File: src/rtl/mod_const_mul_seq.sv
// mod_const_mul_seq: sequential constant modular multiplier, r = (x * C) mod M.
//
// x is consumed one DW-bit digit per cycle, MSB digit first (Horner form). Each RUN cycle
// does acc <= red(((acc << DW) mod M) + T[d]), where T[d] = (d * C) mod M.
//
// Optional feature (compile-time macro MODMUL_ADD_EN):
//   defined   -> extra input add_in, result is (x * C + add_in) mod M (add_in must be < M)
//   undefined -> no add_in port or register, result is (x * C) mod M
//
// Ports:
//   clk        in   1   clock, rising edge
//   rst_n      in   1   asynchronous active-low reset
//   in_valid   in   1   operand x valid
//   in_ready   out  1   high only in IDLE
//   x          in   XW  unsigned operand
//   add_in     in   RW  additive term, sampled with x (MODMUL_ADD_EN only)
//   out_valid  out  1   result valid (DONE)
//   out_ready  in   1   consumer accepts r
//   r          out  RW  result, always < M
//   busy       out  1   high in RUN or DONE

module mod_const_mul_seq #(
    parameter int unsigned M  = 503,
    parameter int unsigned C  = 500,
    parameter int unsigned DW = 6,
    parameter int unsigned XW = 36,
    parameter int unsigned RW = $clog2(M)
) (
    input  logic          clk,
    input  logic          rst_n,
    input  logic          in_valid,
    output logic          in_ready,
    input  logic [XW-1:0] x,
`ifdef MODMUL_ADD_EN
    input  logic [RW-1:0] add_in,
`endif
    output logic          out_valid,
    input  logic          out_ready,
    output logic [RW-1:0] r,
    output logic          busy
);

    localparam int unsigned NDIG = XW / DW;
    localparam int unsigned NLUT = 1 << DW;
    localparam int unsigned CntW = (NDIG > 1) ? $clog2(NDIG) : 1;
    localparam logic [RW:0] ModV = M[RW:0];
    localparam logic [CntW-1:0] LastCnt = CntW'(NDIG - 1);

    // Elaboration-time parameter checks
    if (M < 3) begin : g_bad_m
        $error("mod_const_mul_seq: M must be >= 3");
    end
    if (C >= M) begin : g_bad_c
        $error("mod_const_mul_seq: C must be < M");
    end
    if ((XW % DW) != 0) begin : g_bad_xw
        $error("mod_const_mul_seq: XW must be a multiple of DW");
    end

    // Residue table T[d] = (d * C) mod M, evaluated at elaboration
    function automatic logic [RW-1:0] lut_entry(input int unsigned d);
        longint p;
        p = (longint'(d) * longint'(C)) % longint'(M);
        return p[RW-1:0];
    endfunction

    logic [RW-1:0] lut [NLUT];

    for (genvar g = 0; g < NLUT; g++) begin : g_lut
        assign lut[g] = lut_entry(g);
    end

    typedef enum logic [1:0] {StIdle, StRun, StDone} state_e;

    state_e          state_q, state_d;
    logic [XW-1:0]   shreg_q, shreg_d;
    logic [RW-1:0]   acc_q, acc_d;
    logic [CntW-1:0] cnt_q, cnt_d;
    logic [DW-1:0]   digit;
    logic [RW-1:0]   step;

    assign digit = shreg_q[XW-1 -: DW];

`ifdef MODMUL_ADD_EN
    logic [RW-1:0] add_q, add_d;
    logic [RW-1:0] step_add;
`endif

    // One Horner step: scale acc by 2^DW mod M via DW double-and-reduce stages, then add T[d].
    // Every intermediate stays below 2M, so RW+1 bits suffice.
    always_comb begin
        logic [RW-1:0] red;
        logic [RW:0]   dbl;
        logic [RW:0]   sum;
        red = acc_q;
        for (int i = 0; i < DW; i++) begin
            dbl = {red, 1'b0};
            red = RW'((dbl >= ModV) ? (dbl - ModV) : dbl);
        end
        sum  = {1'b0, red} + {1'b0, lut[digit]};
        step = RW'((sum >= ModV) ? (sum - ModV) : sum);
    end

`ifdef MODMUL_ADD_EN
    // The additive term is folded in on the last digit, after the final scaling
    always_comb begin
        logic [RW:0] sum2;
        sum2     = {1'b0, step} + {1'b0, add_q};
        step_add = RW'((sum2 >= ModV) ? (sum2 - ModV) : sum2);
    end
`endif

    always_comb begin
        state_d = state_q;
        shreg_d = shreg_q;
        acc_d   = acc_q;
        cnt_d   = cnt_q;
`ifdef MODMUL_ADD_EN
        add_d   = add_q;
`endif
        unique case (state_q)
            StIdle: begin
                if (in_valid) begin
                    state_d = StRun;
                    shreg_d = x;
                    acc_d   = '0;
                    cnt_d   = '0;
`ifdef MODMUL_ADD_EN
                    add_d   = add_in;
`endif
                end
            end
            StRun: begin
                acc_d   = step;
                shreg_d = shreg_q << DW;
                cnt_d   = cnt_q + 1'b1;
                if (cnt_q == LastCnt) begin
                    state_d = StDone;
`ifdef MODMUL_ADD_EN
                    acc_d   = step_add;
`endif
                end
            end
            StDone: begin
                if (out_ready) begin
                    state_d = StIdle;
                end
            end
            default: state_d = StIdle;
        endcase
    end

    always_ff @(posedge clk or negedge rst_n) begin
        if (!rst_n) begin
            state_q <= StIdle;
            shreg_q <= '0;
            acc_q   <= '0;
            cnt_q   <= '0;
        end else begin
            state_q <= state_d;
            shreg_q <= shreg_d;
            acc_q   <= acc_d;
            cnt_q   <= cnt_d;
        end
    end

`ifdef MODMUL_ADD_EN
    always_ff @(posedge clk or negedge rst_n) begin
        if (!rst_n) begin
            add_q <= '0;
        end else begin
            add_q <= add_d;
        end
    end
`endif

    assign in_ready  = (state_q == StIdle);
    assign out_valid = (state_q == StDone);
    assign busy      = (state_q != StIdle);
    assign r         = acc_q;

endmodule

File: config.mk
export PLATFORM = sky130hd
export DESIGN_NAME = mod_const_mul_seq
export DESIGN_NICKNAME = d
export VERILOG_FILES = /design/src/rtl/mod_const_mul_seq.sv
export SDC_FILE = /design/constraint.sdc
export NUM_CORES = 1
export LEC_CHECK = 0
export ABC_CLOCK_PERIOD_IN_PS = 9450
export CORE_AREA = 4 4 118 120
export CTS_BUF_LIST = sky130_fd_sc_hd__clkbuf_2
export DETAILED_ROUTE_END_ITERATION = 10
export DIE_AREA = 0 0 122 124
export PLACE_DENSITY = 0.53
export SETUP_SLACK_MARGIN = 0.1
export SLEW_MARGIN = 25
export SYNTH_ARGS = -nofsm -noshare
export SYNTH_HDL_FRONTEND = slang
export SYNTH_SLANG_ARGS = --single-unit
File: constraint.sdc
create_clock -name clk -period 9.45 [get_ports clk]
set_clock_uncertainty 0.1 [all_clocks]
set_input_delay 2.835 -clock clk [delete_from_list [all_inputs] [get_ports clk]]
set_output_delay 2.835 -clock clk [all_outputs]
set_load 0.005 [all_outputs]
==> impl_metrics.json, run 1 <==
{
  "startpoint": "r[2]",
  "hold_class": "reg2reg",
  "first_iter_violations": 224,
  "netlist_area_mm2": 0.004403,
  "clock_path_buffers": 2,
  "via_per_inst": 5.345,
  "final-max-slew-violation-count": 0,
  "synth_cells": 525,
  "worstPathArrival_ns": 8.20,
  "worstRegToRegCells": 30,
  "drt_pass1_iterations": 4,
  "postCtsHoldBufs": 0,
  "r2r-end": "r[7]",
  "antenna_found_initial": 0,
  "setup_viol": 0,
  "cts_tree": "done",
  "status": "finished, final reports clean",
  "fin_setup_tns_ns": 0,
  "dp_cells": 729,
  "start_kind": "flip-flop",
  "grt_pass1_wl_mm": 19.35,
  "io_buffers": 51,
  "worstSetupEndpoint": "r[7]",
  "cts-buffers-inserted": 5,
  "maxCapViolations": 0,
  "vias": 3934,
  "r2r_start": "r[2]",
  "period_share_pct": 83.61,
  "synth_top_area_share_pct": 28.42,
  "ys_seq_elements": 50,
  "overflow": 0,
  "core_area_mm2": 0.01298,
  "grt_max_degree": 51,
  "crit_path_end_kind": "flip-flop",
  "die_area_mm2": 0.01513,
  "yosysWarnings": 0,
  "finalInstanceArea_mm2": 0.005084,
  "yosysSeqAreaShare_pct": 28.42,
  "syn_to_final_growth_pct": 15.46,
  "die_y_um": 124,
  "htree_levels": 2,
  "antenna_cells": 0,
  "holdPathStages": 2,
  "placed_area_mm2": 0.005044,
  "core.rowCount": 42,
  "relSlewSlack_pct": 51.89,
  "die_w_um": 122,
  "report.final.hold_viol_count": 0,
  "async_reset_ff_share_pct": 100.0,
  "nets": 624,
  "gp_congestion": 0.8259,
  "io_pins": 52,
  "dp_hpwl_mm": 8.398,
  "netlist_top_cells_area": "dfrtp_1 28%, o21ai_0 7.2%, ha_1 6.5%, nand2_1 5.9%, a22oi_1 5.1%",
  "final_cells": 736,
  "r2r_slack_ns": 1.55,
  "initial_core_util_pct": 33.92,
  "synth_largest_area_cell": "dfrtp_1",
  "wirelength_mm": 11.20,
  "crit_fanout": 13,
  "syn_area_per_cell_um2": 8.387,
  "max_stage_delay_ns": 0.68,
  "path_clk_slew_ns": 0.27,
  "synth-edff-count": 0,
  "wire_per_inst_um": 15.21,
  "clkLatencyLatePin_ns": 0.45,
  "syn_nets": 589,
  "required_ns": 9.75,
  "ys_types": 86,
  "path_class": "reg2reg",
  "clock-root-buffer": "clkbuf_2",
  "ctsResizeCount": 0,
  "cts_setup_buffers": 0,
  "cpMaxStageDelayCell": "dfrtp_1",
  "timing.fmax_mhz": 126.6,
  "antenna_left": 0,
  "min_period_ns": 7.902,
  "tightestPinTransition_ns": 0.7216,
  "grt_pass1_vias": 3967,
  "grt_use_total_pct": 15.43,
  "drc": 0,
  "rsz0062_at_grt": "no",
  "drive_gt1_share_pct": 9.643,
  "synth_ff_type": "dfrtp_1",
  "clock_sinks": 50
}
cells in the mapped netlist, drive strengths merged (3+ instances only):
library cell / number
mux2: 7
and4: 3
nand3: 14
a21oi: 21
clkbuf: 18
o21bai: 5
or3: 4
nor3: 6
ha: 23
o21a: 4
and3: 5
a22o: 6
or2: 5
nor2b: 9
a31oi: 5
inv: 22
o211ai: 5
nand2b: 8
nand2: 70
nand4: 6
nor2: 28
and2: 5
a22oi: 30
o311ai: 4
mux2i: 9
xor2: 5
dfrtp: 50
o31ai: 4
buf: 10
xnor2: 22
a21o: 3
o21ai: 71
how the worst min path moves through the flow:
stage | slack [ns] | from | end
floorplan | 0.35 | shreg_q[27] | shreg_q[27]
CTS | 0.42 | shreg_q[25] | shreg_q[25]
global route | 0.45 | shreg_q[27] | shreg_q[27]
global placement | 0.37 | shreg_q[25] | shreg_q[25]
finish | 0.41 | shreg_q[29] | shreg_q[29]
detailed placement | 0.37 | shreg_q[23] | shreg_q[23]
routing by layer:
metal | global-route usage [%] | vias up | share of wire [%]
li1 | - | 1989 | -
met1 | 20.89 | 1843 | 47
met2 | 26.28 | 93 | 48
met3 | 1.998 | 9 | 3.7
met4 | 3.711 | 0 | 1.3
met5 | 0 | - | 0
placed cells by master, fill, tap and decap left out, types with 5 or more instances in the layout:
cell type / count
nand4_1: 5
a22oi_1: 30
nor3_1: 5
mux2i_1: 9
xnor2_1: 21
a22o_1: 6
nand2_1: 69
ha_1: 23
inv_1: 21
buf_4: 5
nand3_1: 12
o21ai_0: 63
clkdlybuf4s50_1: 50
clkbuf_2: 5
xor2_1: 5
nor2_1: 27
a21oi_1: 20
nor2b_1: 8
and3_1: 5
mux2_2: 5
nand2b_1: 8
dfrtp_1: 50
registers in the layout (all words and copies together), names as in the netlist:
name and flops:
r 9, cnt_q 3, shreg_q 36, state_q 2
cells by family (layout without fill, tap and decap cells):
family          count (synthesis)  in the layout  share of synthesized area (%)
compound gates                183            183                          29.24
flops                          50             50                          28.42
buf+inv                        50             85                          4.973
simple gates                  175            175                          20.83
fa+ha+maj                      24             24                          6.991
mux                            16             16                          4.007
xor+xnor                       27             27                          5.541
area by class of cell:
| type | count | area [µm²] |
|---|---|---|
| multi-input combinational | 425 | 2947 |
| clock inverter | 2 | 15.01 |
| sequential | 50 | 1251 |
| fill | 1343 | 7896 |
| timing repair buffer | 56 | 543.0 |
| tap | 176 | 220.2 |
| inverter | 22 | 82.58 |
| clock buffer | 5 | 25.02 |
stage by stage:
step / setup slack [ns] / hold WS, ns / utilization, %
global placement: 1.912 / 0.3670 / 38.86
CTS: 1.587 / 0.4196 / 39.17
global route: 0.7560 / 0.4456 / 39.17
detailed placement: 1.651 / 0.3717 / 38.86
floorplan: 2.677 / 0.3501 / -
finish: 1.548 / 0.4145 / 39.17
critical path, delay by kind of cell (launching register included):
kind | cells | cell delay (ns)
AO/OA/AOI/OAI | 12 | 3.24
XOR/XNOR | 4 | 0.68
adder cells (fa/ha/maj) | 4 | 1.20
flip-flops | 1 | 0.68
multiplexers | 1 | 0.32
AND/OR/NAND/NOR | 9 | 1.62
Power of run 1 is left out: the tool's default activity adds up to more than one toggle a clock period on the data nets, which glitch-free logic cannot reach.
==> run 2, diff against run 1 <==
Settings changed: ABC_CLOCK_PERIOD_IN_PS 9450 to 6500, PLACE_DENSITY 0.53 to 0.55.
Clock period 9.45 ns to 6.5 ns, I/O delays scaled along.
==> run 2 against run 1 <==
Routed wire length increased by 10%. First-iteration DRC count grew 9.8%. Sequential share of layout area shrank 3.8 points. Setup slack worse by 1.4 ns. Maximum frequency rose by 25%. Global-route usage increased by 0.44 points. Cell count increased by 8.2%. Largest cell class unchanged.
==> impl_metrics.json, run 2 (synthesized netlist as in run 1, its figures left out) <==
{
  "holdPathStages": 2,
  "clock-root-buffer": "clkbuf_2",
  "drt_pass1_iterations": 5,
  "finalInstanceArea_mm2": 0.006020,
  "mostFrequentLayoutCells": "69 x nand2_1, 60 x buf_4, 56 x o21ai_0, 50 x clkdlybuf4s50_1, 47 x dfrtp_1",
  "max_stage_delay_ns": 0.48,
  "multi_input_area_mm2": 0.003369,
  "setup_viol": 0,
  "worstRegToRegCells": 33,
  "first_iter_violations": 246,
  "drc": 0,
  "io_buffers": 51,
  "tightestPinTransition_ns": 0.8643,
  "largest_register_ff_count": 36,
  "largest-register": "shreg_q",
  "path_clk_slew_ns": 0.26,
  "grt_pass1_vias": 4252,
  "initial_core_util_pct": 33.92,
  "hold_class": "reg2reg",
  "grtUsageMet2_pct": 27.42,
  "status": "finished, final reports clean",
  "timing.fmax_mhz": 158.4,
  "seqCellArea_mm2": 0.001255,
  "cpMaxStageDelayCell": "dfrtp_2",
  "top_usage_layer": "met2",
  "clock_sinks": 50,
  "antenna_left": 0,
  "io_pins": 52,
  "use_met3_pct": 2.634,
  "htree_levels": 2,
  "clkLatencyLatePin_ns": 0.46,
  "wirelength_mm": 12.32,
  "drive_gt1_share_pct": 26.77,
  "postCtsHoldBufs": 0,
  "worstPathArrival_ns": 6.59,
  "core_area_mm2": 0.01298,
  "final-max-slew-violation-count": 0,
  "r2r_start": "r[2]",
  "cts-buffers-inserted": 5,
  "wire_per_inst_um": 15.47,
  "rsz0062_at_grt": "yes",
  "r2r-end": "r[7]",
  "maxCapViolations": 0,
  "crit_path_end_kind": "flip-flop",
  "antenna_found_initial": 0,
  "layout_commonest_cell": "nand2_1",
  "min_to": "shreg_q[27]",
  "die_w_um": 122,
  "dp_hpwl_mm": 8.918,
  "critPathMostFrequentCell": "buf_6",
  "hold_slack_ns": 0.4183,
  "path_class": "reg2reg",
  "fin_util_pct": 46.38,
  "nets": 684,
  "grt_use_total_pct": 15.87,
  "cts_tree": "done",
  "antenna_cells": 0,
  "via_per_inst": 5.422,
  "core.rowCount": 42,
  "num-fill-cells": 1275,
  "syn_to_final_growth_pct": 36.71,
  "relSlewSlack_pct": 42.38,
  "min_from": "shreg_q[27]",
  "vias": 4316,
  "grt_pass1_wl_mm": 19.92,
  "die_area_mm2": 0.01513,
  "overflow": 0,
  "min_period_ns": 6.315,
  "placed_area_mm2": 0.005408,
  "start_kind": "flip-flop",
  "grt_max_degree": 51,
  "clock_path_buffers": 2,
  "report.final.hold_viol_count": 0,
  "gp_congestion": 0.8689,
  "period_share_pct": 97.15,
  "crit_fanout": 5,
  "die_y_um": 124,
  "grtUsageMet1_pct": 20.52,
  "r2r_slack_ns": 0.19,
  "required_ns": 6.78
}
run 2: cell count changes in the layout (fill, tap and decap cells not counted), moves of 7 or more:
cell,previous run,this run
xnor2_2,1,8
nor2_1,27,20
buf_4,5,60
xnor2_1,21,13
o21ai_0,63,56
a21oi_1,20,12
run 2: repair_timing:
item	4_1_cts	5_1_grt
gates resized for setup	13	63
endpoints found under the setup margin	9	9
buffers inserted	3	17
pin swaps	1	40
run 2: stage by stage:
stage               instances  setup TNS [ns]  setup slack [ns]
global route              796          -1.207           -0.1618
finish                    796               0            0.1854
floorplan                 525               0            0.1269
global placement          768         -0.7819           -0.1612
detailed placement        769          -1.326           -0.2217
CTS                       779               0           0.09532
run 2: critical path: cells and delay by family, from the launching register on:
family                     cells  cell delay, ns
AOI/OAI and AO/OA             14            2.51
xor gates and xnor gates       1            0.18
adders and majority gates      2            0.47
buffers and inverters          5            0.68
DFF                            1            0.48
muxes                          2            0.44
and+or+nand+nor                9            1.37
run 2: final cells by class:
| cell class | instances | share of cell area (%) |
|---|---|---|
| Multi-Input combinational cell | 425 | 55.98 |
| Sequential cell | 50 | 20.85 |
| Timing Repair Buffer | 116 | 17.09 |
| Tap cell | 176 | 3.658 |
| Inverter | 22 | 1.372 |
| Clock inverter | 2 | 0.6444 |
| Clock buffer | 5 | 0.4157 |
run 2: layer usage:
metal	vias to the layer above	routed length [µm]	part of all wire, %
met5	-	0	0
met3	14	450	3.7
met2	93	6220	51
met4	0	182	1.5
met1	2093	5461	44
li1	2116	-	-
run 2: worst max path at each step:
stage	start	to	slack, ns
after floorplan	r[2]	r[7]	0.13
after global placement	r[2]	r[7]	-0.16
after detailed placement	r[2]	r[7]	-0.22
after CTS	r[2]	r[7]	0.1
after global routing	r[3]	r[8]	-0.16
final	r[2]	r[7]	0.19
Power of run 2 is left out for the same reason.
